`src/rtl/msrv32_hpm_pkg.sv`:
```
// Shared definitions for the msrv32 hardware performance monitor.
// Covers the CSR address map, the csr_op encodings and the write-value computation.
package msrv32_hpm_pkg;

  localparam logic [11:0] CSR_MCYCLE        = 12'hB00;
  localparam logic [11:0] CSR_MCYCLEH       = 12'hB80;
  localparam logic [11:0] CSR_MCOUNTINHIBIT = 12'h320;
  localparam logic [11:0] CSR_MHPMEVENT3    = 12'h323;
  localparam logic [11:0] CSR_MHPMOVF       = 12'h7C0;

  typedef enum logic [2:0] {
    CSR_OP_RW  = 3'b001,
    CSR_OP_RS  = 3'b010,
    CSR_OP_RC  = 3'b011,
    CSR_OP_RWI = 3'b101,
    CSR_OP_RSI = 3'b110,
    CSR_OP_RCI = 3'b111
  } csr_op_e;

  function automatic logic csr_op_writes(input logic [2:0] op);
    case (op)
      CSR_OP_RW, CSR_OP_RS, CSR_OP_RC,
      CSR_OP_RWI, CSR_OP_RSI, CSR_OP_RCI: csr_op_writes = 1'b1;
      default:                            csr_op_writes = 1'b0;
    endcase
  endfunction

  // The *I ops take the zero-extended immediate in place of the register operand
  function automatic logic [31:0] csr_wr_value(input logic [2:0]  op,
                                               input logic [31:0] old_val,
                                               input logic [31:0] data,
                                               input logic [4:0]  uimm);
    logic [31:0] operand;
    operand = op[2] ? {27'b0, uimm} : data;
    case (op)
      CSR_OP_RW, CSR_OP_RWI: csr_wr_value = operand;
      CSR_OP_RS, CSR_OP_RSI: csr_wr_value = old_val | operand;
      CSR_OP_RC, CSR_OP_RCI: csr_wr_value = old_val & ~operand;
      default:               csr_wr_value = old_val;
    endcase
  endfunction

endpackage

```
`src/rtl/msrv32_hpm_counter.sv`:
```
// One performance counter of WIDTH bits (33..64) with half-word CSR writes.
// A write in the same cycle as an increment wins and drops the increment.
module msrv32_hpm_counter #(
  parameter int WIDTH = 64
) (
  input  logic             clk,
  input  logic             rst,
  input  logic             inc_in,
  input  logic             wr_lo_in,
  input  logic             wr_hi_in,
  input  logic [31:0]      wr_data_in,
  output logic [WIDTH-1:0] count_out,
  output logic             wrap_out
);

  logic [WIDTH-1:0] count_q, count_d;

  always_comb begin
    count_d  = count_q;
    wrap_out = 1'b0;
    if (wr_lo_in) begin
      count_d = {count_q[WIDTH-1:32], wr_data_in};
    end else if (wr_hi_in) begin
      // Upper write bits beyond WIDTH are discarded by the truncating cast
      count_d = WIDTH'({wr_data_in, count_q[31:0]});
    end else if (inc_in) begin
      count_d  = count_q + WIDTH'(1);
      wrap_out = &count_q;
    end
  end

  always_ff @(posedge clk) begin
    if (rst) begin
      count_q <= '0;
    end else begin
      count_q <= count_d;
    end
  end

  assign count_out = count_q;

endmodule

```
`src/rtl/msrv32_hpm_unit.sv`:
```
// Machine-mode performance monitor: mcycle, minstret, mhpmcounters with event
// selectors, mcountinhibit and a sticky overflow register behind a CSR port.
module msrv32_hpm_unit
  import msrv32_hpm_pkg::*;
#(
  parameter int NUM_COUNTERS  = 4,
  parameter int COUNTER_WIDTH = 64,
  parameter int NUM_EVENTS    = 8
) (
  input  logic                  ms_riscv32_mp_clk_in,
  input  logic                  ms_riscv32_mp_rst_in,
  input  logic                  wr_en_in,
  input  logic [11:0]           csr_addr_in,
  input  logic [2:0]            csr_op_in,
  input  logic [4:0]            csr_uimm_in,
  input  logic [31:0]           csr_data_in,
  input  logic                  instret_inc_in,
  input  logic [NUM_EVENTS-1:0] event_in,
  output logic [31:0]           csr_data_out,
  output logic                  addr_hit_out,
  output logic                  ovf_irq_out
);

  localparam int NCNT = NUM_COUNTERS + 2;
  localparam int EW   = $clog2(NUM_EVENTS + 1);
  localparam logic [31:0] HPM_MASK = 32'(((64'd1 << NUM_COUNTERS) - 64'd1) << 3);
  localparam logic [31:0] INH_MASK = HPM_MASK | 32'h0000_0005;

  // Counter slot i sits at address/inhibit offset 0 (mcycle), 2 (minstret), 3+k
  function automatic int cnt_off(input int i);
    return (i == 0) ? 0 : i + 1;
  endfunction

  logic [COUNTER_WIDTH-1:0] cnt_val [NCNT];
  logic [NCNT-1:0]          cnt_wrap, cnt_inc, cnt_wr_lo, cnt_wr_hi, cnt_cond;
  logic [NUM_COUNTERS-1:0]  ev_hit;
  logic [EW-1:0]            event_q [NUM_COUNTERS];
  logic [EW-1:0]            event_d [NUM_COUNTERS];
  logic [31:0]              inh_q, inh_d, ovf_q, ovf_d, ovf_set, rd_data, wr_val;
  logic                     ovf_irq_q, ovf_irq_d, hit, wr_fire;

  always_comb begin
    for (int k = 0; k < NUM_COUNTERS; k++) begin
      ev_hit[k] = 1'b0;
      for (int e = 0; e < NUM_EVENTS; e++) begin
        if (event_q[k] == EW'(e + 1)) ev_hit[k] = ev_hit[k] | event_in[e];
      end
    end
    cnt_cond = {ev_hit, instret_inc_in, 1'b1};
    for (int i = 0; i < NCNT; i++) begin
      cnt_inc[i] = cnt_cond[i] & ~inh_q[cnt_off(i)];
    end
  end

  always_comb begin : p_read
    logic [63:0] ext;
    rd_data = '0;
    hit     = 1'b0;
    ext     = '0;
    for (int i = 0; i < NCNT; i++) begin
      ext = 64'(cnt_val[i]);
      if (csr_addr_in == CSR_MCYCLE + 12'(cnt_off(i))) begin
        hit     = 1'b1;
        rd_data = ext[31:0];
      end
      if (csr_addr_in == CSR_MCYCLEH + 12'(cnt_off(i))) begin
        hit     = 1'b1;
        rd_data = ext[63:32];
      end
    end
    for (int k = 0; k < NUM_COUNTERS; k++) begin
      if (csr_addr_in == CSR_MHPMEVENT3 + 12'(k)) begin
        hit     = 1'b1;
        rd_data = 32'(event_q[k]);
      end
    end
    if (csr_addr_in == CSR_MCOUNTINHIBIT) begin
      hit     = 1'b1;
      rd_data = inh_q;
    end
    if (csr_addr_in == CSR_MHPMOVF) begin
      hit     = 1'b1;
      rd_data = ovf_q;
    end
  end

  assign wr_fire = wr_en_in & csr_op_writes(csr_op_in) & hit;
  assign wr_val  = csr_wr_value(csr_op_in, rd_data, csr_data_in, csr_uimm_in);
  // Wrap bits of mcycle/minstret land on bits 1/2 and are masked away
  assign ovf_set = (32'(cnt_wrap) << 1) & HPM_MASK;

  always_comb begin
    inh_d     = inh_q;
    ovf_d     = ovf_q;
    event_d   = event_q;
    cnt_wr_lo = '0;
    cnt_wr_hi = '0;
    ovf_irq_d = |ovf_q;
    for (int i = 0; i < NCNT; i++) begin
      cnt_wr_lo[i] = wr_fire && (csr_addr_in == CSR_MCYCLE + 12'(cnt_off(i)));
      cnt_wr_hi[i] = wr_fire && (csr_addr_in == CSR_MCYCLEH + 12'(cnt_off(i)));
    end
    for (int k = 0; k < NUM_COUNTERS; k++) begin
      if (wr_fire && csr_addr_in == CSR_MHPMEVENT3 + 12'(k)) event_d[k] = wr_val[EW-1:0];
    end
    if (wr_fire && csr_addr_in == CSR_MCOUNTINHIBIT) inh_d = wr_val & INH_MASK;
    if (wr_fire && csr_addr_in == CSR_MHPMOVF) ovf_d = wr_val & HPM_MASK;
    // A wrap in the same cycle as a clearing write keeps its bit set
    ovf_d = ovf_d | ovf_set;
  end

  always_ff @(posedge ms_riscv32_mp_clk_in) begin
    if (ms_riscv32_mp_rst_in) begin
      inh_q     <= '0;
      ovf_q     <= '0;
      ovf_irq_q <= 1'b0;
      event_q   <= '{default: '0};
    end else begin
      inh_q     <= inh_d;
      ovf_q     <= ovf_d;
      ovf_irq_q <= ovf_irq_d;
      event_q   <= event_d;
    end
  end

  for (genvar i = 0; i < NCNT; i++) begin : g_cnt
    msrv32_hpm_counter #(.WIDTH(COUNTER_WIDTH)) u_cnt (
      .clk        (ms_riscv32_mp_clk_in),
      .rst        (ms_riscv32_mp_rst_in),
      .inc_in     (cnt_inc[i]),
      .wr_lo_in   (cnt_wr_lo[i]),
      .wr_hi_in   (cnt_wr_hi[i]),
      .wr_data_in (wr_val),
      .count_out  (cnt_val[i]),
      .wrap_out   (cnt_wrap[i])
    );
  end

  assign csr_data_out = rd_data;
  assign addr_hit_out = hit;
  assign ovf_irq_out  = ovf_irq_q;

endmodule

```
`config.mk`:
```
export PLATFORM = sky130hd
export DESIGN_NAME = msrv32_hpm_unit
export DESIGN_NICKNAME = d
export VERILOG_FILES = /design/src/rtl/msrv32_hpm_pkg.sv /design/src/rtl/msrv32_hpm_counter.sv /design/src/rtl/msrv32_hpm_unit.sv
export SDC_FILE = /design/constraint.sdc
export NUM_CORES = 2
export LEC_CHECK = 0
export CORE_AREA = 4 4 252 230
export CTS_BUF_LIST = sky130_fd_sc_hd__clkbuf_2
export CTS_CLUSTER_SIZE = 12
export DETAILED_ROUTE_END_ITERATION = 7
export DIE_AREA = 0 0 256 234
export PLACE_DENSITY = 0.77
export SYNTH_ARGS = -nofsm -noshare
export SYNTH_HDL_FRONTEND = slang
export SYNTH_SLANG_ARGS = --single-unit
```
`constraint.sdc`:
```
create_clock -name ms_riscv32_mp_clk_in -period 4.3 [get_ports ms_riscv32_mp_clk_in]
set_input_delay 0.645 -clock ms_riscv32_mp_clk_in [delete_from_list [all_inputs] [get_ports ms_riscv32_mp_clk_in]]
set_output_delay 0.645 -clock ms_riscv32_mp_clk_in [all_outputs]
set_load 0.02 [all_outputs]
```
-- Word-level counts from Yosys, hierarchy flattened
Index checks and enable logic that the tools add are counted.
- add/subtract/negate cells: 6
- equality and inequality tests: 64
- muxes and demuxes: 102
- bitwise gates (word level): 50
- reduce and logical (&&, ||, !) cells: 49
- operators with widths (cell ; number):
    32-bit two-way mux ; 26
    64-bit two-way mux ; 12
    64-bit by 1-bit adder with 64-bit output, second input constant ; 6
    64-bit AND reduction ; 4
    12-bit equality test, second input constant ; 12
    32-bit one-hot mux with 3 select lines ; 1
    4-bit by 3-bit equality test with 1-bit output, second input constant ; 16
    1-bit two-way mux ; 63
    12-bit by 10-bit equality test with 1-bit output, second input constant ; 5
    32-bit bitwise AND ; 1
    4-bit by 2-bit equality test with 1-bit output, second input constant ; 8
    32-bit inverter ; 1
    32-bit OR ; 1
    32-bit by 7-bit OR with 32-bit output ; 1
    32-bit OR reduction ; 1
    1-bit OR ; 28
    2-bit AND reduction ; 12
    2-bit nonzero test ; 10
    1-bit logical AND ; 18
    4-bit by 1-bit equality test with 1-bit output, second input constant ; 4
    4-bit equality test, second input constant ; 4
    2-bit by 1-bit inequality test with 1-bit output, second input constant ; 8
    12-bit by 11-bit equality test with 1-bit output, second input constant ; 1
    1-bit inverter ; 11
    other kinds (6) ; 17
- flip-flop bits (word level): 439
- output and inout port bits: 34
- word-level logic and storage cells: 290

-- Logic depth before layout (Yosys ltp)
- word-level depth: 24
- depth in mapped cells: 13

-- Modules after synthesis
A second synthesis with hierarchy kept.
- cells, all modules: 4678
- area total of the unflattened synthesis: 33462.1 sq um
- modules (own cells, without submodules) (module ; times used ; cells an instance ; area an instance (sq um)):
    msrv32_hpm_counter ; 6 ; 578 ; 4267.8
    msrv32_hpm_unit ; 1 ; 1210 ; 7855.0

-- Worst setup path after synthesis
No wires, ideal clock.
- path kind: input to output
- start: input port csr_addr_in[4]
- end: output port csr_data_out[15]
- arrival time: 2.902 ns
- data required time: 3.655 ns
- setup slack: 0.753 ns
- stages on the path: 10
- path buffers: 3
- path through: buf_2 > or4b_1 > buf_2 > buf_4 > nor3_2 > nand2_1 > a22oi_1 > a21oi_1 > o221a_2 > o21ai_0
- cells in the longest elaborated chain, start to end: 19
- ends and longest elaborated chain (element ; RTL line ; source):
    start, declared ; msrv32_hpm_unit.sv:13 ; input logic [11:0] csr_addr_in,
    12-bit equality test ; msrv32_hpm_unit.sv:62 ; if (csr_addr_in == CSR_MCYCLE + 12'(cnt_off(i))) begin
    32-bit two-way mux ; msrv32_hpm_unit.sv:62 ;
    32-bit two-way mux ; msrv32_hpm_unit.sv:66 ; if (csr_addr_in == CSR_MCYCLEH + 12'(cnt_off(i))) begin
    32-bit two-way mux ; msrv32_hpm_unit.sv:62 ;
    32-bit two-way mux ; msrv32_hpm_unit.sv:66 ;
    32-bit two-way mux ; msrv32_hpm_unit.sv:62 ;
    32-bit two-way mux ; msrv32_hpm_unit.sv:66 ;
    32-bit two-way mux ; msrv32_hpm_unit.sv:62 ;
    32-bit two-way mux ; msrv32_hpm_unit.sv:66 ;
    32-bit two-way mux ; msrv32_hpm_unit.sv:62 ;
    32-bit two-way mux ; msrv32_hpm_unit.sv:66 ;
    32-bit two-way mux ; msrv32_hpm_unit.sv:62 ;
    32-bit two-way mux ; msrv32_hpm_unit.sv:66 ;
    32-bit two-way mux (4 in a row) ; msrv32_hpm_unit.sv:72 ; if (csr_addr_in == CSR_MHPMEVENT3 + 12'(k)) begin
    32-bit two-way mux ; msrv32_hpm_unit.sv:77 ; if (csr_addr_in == CSR_MCOUNTINHIBIT) begin
    32-bit two-way mux * ; msrv32_hpm_unit.sv:81 ; if (csr_addr_in == CSR_MHPMOVF) begin
    end, declared ; msrv32_hpm_unit.sv:19 ; output logic [31:0] csr_data_out,
Every way passes the cells marked *; elsewhere a longest branch is shown, timed or not.

-- Worst setup path after layout
- start: input port csr_addr_in[3]
- end: output port csr_data_out[1]
The elaborated chain is that of the path after synthesis.

==> impl_metrics.toml <==
[synth]
synthFlopType = "sky130_fd_sc_hd__dfxtp_1"
synth.lib_cells_used.distinct = 102
top_area_cells_in_the_synthesized_netlist = "sky130_fd_sc_hd__dfxtp_1, sky130_fd_sc_hd__nor2_1, sky130_fd_sc_hd__nand2_1"
synthesis.nets = 4211
ys_warn_count = 0
synth_largest_type_area_fraction = 0.2729
postSynthRegisterBits = 411
synth_enable_flop_cells = 0
avgSynthCellArea_sq_um = 7.281
synth.yosys.seq_area_share = 0.2729
synth.cell_area_sq_um = 30150
gate_count_after_technology_mapping = 4141
synth_area_leader_cell = "sky130_fd_sc_hd__dfxtp_1"
asyncSetResetFlopFracSynth = 0

[grt]
first_pass_grt_wire_length_um = 237000
antenna_found_initial = 17
grt.total_usage = 0.5305
maximum_number_of_pins_on_one_net_before_global_route_repair = 134
number_of_global_route_vias_before_repair = 34300
grt_overflow = 0

[floorplan]
io_pins = 98
die-area_sq_um = 59900
core_footprint_sq_um = 55200
vertical_extent_of_the_die_um = 234
rows = 82
initial_core_utilization = 0.5463
die_width_um = 256

[drt]
ant_nets = 0
route.layer.met1.wl_um = 61620
drc_marker_count_from_the_first_detailed_route_iteration = 7499
dr_drc_count = 0
wl_per_cell_um = 31.28
dr_wl_met3_um = 28810
detailed_route_vias_per_instance = 7.324
dr_total_vias = 39140
dr_wl_met2_um = 62130
dr.pass1.iters = 8
highest_metal_layer_with_signal_wires = "met5"
postRouteWirelength_um = 167100

[critical_path]
critical-path-max-stage-delay_ns = 0.57
worstSetupStartpointType = "input pin"
critical-path-slowest-cell = "sky130_fd_sc_hd__or3b_2"
worstPathMaxFanout = 9
worst-r2r-cell-count = 8
critical-path-top-cell-by-count = "sky130_fd_sc_hd__buf_4"
critical_path_class = "in -> out"
worst_setup_path_end_kind = "output pin"
critical_path_cell_by_cell = "clkdlybuf4s50_1 > buf_4 > buf_4 > or3b_2 > buf_4 > a21oi_2 > a211oi_1 > o32a_1 > o21a_1 > nor2_1 > dlygate4sd2_1"
cp_data_required_time_ns = 3.65
critPathArrivalTime_ns = 3.66

[sta]
final.min_clock_period_ns = 4.302
grt_setup_unrepaired = "no"
layout_setup_ws_ns = -0.001646
report.final.setup_viol = 1
finalHoldViolations = 0
slew_violations = 0
slew-limit-headroom = 0.2265
timing.fmax_mhz = 232.5
tightestPinTransition_ns = 1.150
finalCritPeriodShare = 1.000
timing.hold.ws_ns = 0.1616
clock_skews_ns = 0.08144

[layout]
layout.cells.most_common_list = "sky130_fd_sc_hd__buf_4, sky130_fd_sc_hd__nor2_1, sky130_fd_sc_hd__nand2_1"
layout.cells.most_common = "sky130_fd_sc_hd__buf_4"
drive_gt1_frac = 0.1805
nNetsFinal = 4611
area.growth.synth_to_final_pct = 20.86
fill_cells = 4906
stdcell_count = 5344

[place]
detailed_place_hpwl_um = 126100
io_buffer_count = 97
post-place-cells = 5132
gp_congestion = 1.127

[power]
vdd_ir_drop_max_mv = 0.2831
power_leakage_uw = 0.01255
powerDensity_nw_per_um2 = 214.6

[clocking]
tritoncts = "built"
h-tree-depth = 3
cts_sinks = 411
clk_pin_slew_ns = 0.10
clkLatencyLatePin_ns = 1.24
cts_max_path_buffers = 3
cts_buffers = 110
cts-root-buf = "sky130_fd_sc_hd__clkbuf_2"

[status]
status = "complete, but fails checks"
violated_checks = "negative setup slack"

[min_path]
worst_hold_path.num_cells = 6
timing.hold.worst.class = "in -> reg"

[run]
max_cap_viol_count = 0
-- flip-flops by register name, indices dropped and copies added, names as in the netlist --
register               count
ovf_q                      4
event_q                   16
inh_q                      6
ovf_irq_out                1
g_cnt.u_cnt.count_out    384
-- cell usage after synthesis (15+ instances only) --
cell type and count:
sky130_fd_sc_hd__nor2_1 437, sky130_fd_sc_hd__nand2_1 417, sky130_fd_sc_hd__dfxtp_1 411, sky130_fd_sc_hd__a21oi_1 266, sky130_fd_sc_hd__o21ai_0 231, sky130_fd_sc_hd__clkbuf_1 210
sky130_fd_sc_hd__nand3_1 207, sky130_fd_sc_hd__a211oi_1 169, sky130_fd_sc_hd__nor3_1 135, sky130_fd_sc_hd__xnor2_1 133, sky130_fd_sc_hd__nand4_1 122, sky130_fd_sc_hd__o22ai_1 113
sky130_fd_sc_hd__a31oi_1 85, sky130_fd_sc_hd__nor4_1 82, sky130_fd_sc_hd__and3_1 76, sky130_fd_sc_hd__buf_2 75, sky130_fd_sc_hd__mux2i_1 74, sky130_fd_sc_hd__xor2_1 74
sky130_fd_sc_hd__inv_1 61, sky130_fd_sc_hd__nor2b_1 41, sky130_fd_sc_hd__and2_1 37, sky130_fd_sc_hd__or3_1 37, sky130_fd_sc_hd__a22oi_1 36, sky130_fd_sc_hd__and4_1 36
sky130_fd_sc_hd__nand2b_1 35, sky130_fd_sc_hd__o211ai_1 27, sky130_fd_sc_hd__a221oi_1 26, sky130_fd_sc_hd__o31a_1 23, sky130_fd_sc_hd__or4_1 20, sky130_fd_sc_hd__a21o_1 19
sky130_fd_sc_hd__nor3b_1 18, sky130_fd_sc_hd__nand3b_1 17, sky130_fd_sc_hd__o221ai_1 16, sky130_fd_sc_hd__mux2_2 15, sky130_fd_sc_hd__o21a_1 15, sky130_fd_sc_hd__o31ai_1 15
-- area by class of cell --
type	instances	area [sq um]	area share
Clock buffer	152	760.7	0.02087
Tap cell	714	893.4	0.02451
Antenna cell	9	22.52	0.0006180
Multi-Input combinational cell	3349	20650	0.5667
Clock inverter	40	202.7	0.005562
Inverter	64	240.2	0.006592
Sequential cell	411	8238	0.2260
Timing Repair Buffer	605	5435	0.1491
-- worst max-delay path, delay by kind of cell --
kind                   cells  cell delay, ns
AO/OA/AOI/OAI              4            0.80
buffers and inverters      5            1.34
AND/OR/NAND/NOR            2            0.85
-- cells by family (layout without fill, tap and decap cells) --
logic type,Yosys count,count (layout),share of synthesized area
simple gates,1803,1803,0.3041
compound gates,1239,1239,0.2735
flops,411,411,0.2729
buf+inv,381,861,0.05307
xor+xnor,207,207,0.06013
mux,94,94,0.03390
fa+ha+maj,6,6,0.002490
other cells,0,9,0
-- power breakdown --
part | total (uW) | internal (uW) | leakage [uW] | switching, uW
logic | 1070 | 363 | 0.00850 | 709
clock network | 2920 | 1030 | 0.000736 | 1880
registers | 3830 | 3810 | 0.00331 | 20.1
-- final timing paths --
check | startpoint | to | slack (ns)
setup / recovery | csr_addr_in[3] | csr_data_out[1] | -0.002
hold / removal | csr_op_in[1] | g_cnt[5].u_cnt.count_out[16] | 0.16
setup reg to reg | g_cnt[5].u_cnt.count_out[17] | g_cnt[5].u_cnt.count_out[42] | 0.94
hold reg to reg | g_cnt[4].u_cnt.count_out[42] | g_cnt[4].u_cnt.count_out[42] | 0.50
-- through the flow --
| step | setup TNS [ns] | cell area, sq um | total power, uW | utilization | worst slack, ns |
|---|---|---|---|---|---|
| after floorplan | 0 | 30150 | 4323 | - | 0.7532 |
| after global placement | -11.97 | 35260 | 4909 | 0.6387 | -0.5098 |
| after detailed placement | -12.33 | 35260 | 4908 | 0.6387 | -0.5330 |
| after CTS | -0.06314 | 36390 | 7709 | 0.6592 | -0.06314 |
| after global routing | 0 | 36420 | 7964 | 0.6599 | 0.002610 |
| final | -0.001646 | 36440 | 7821 | 0.6602 | -0.001646 |
-- timing repair --
item	CTS	global route
setup endpoints to repair	32	12
hold buffers	1	0
resized for setup	69	16
buffers inserted	7	3
pin swaps	6	0
endpoints found under the hold margin	65	0
-- routing by layer --
layer / GRT usage / vias up
met5: 0 / -
met4: 0.3536 / 14
met3: 0.2103 / 835
met2: 0.7085 / 3656
met1: 0.7007 / 18160
li1: - / 16480
Power figures use the tool's default switching activity.
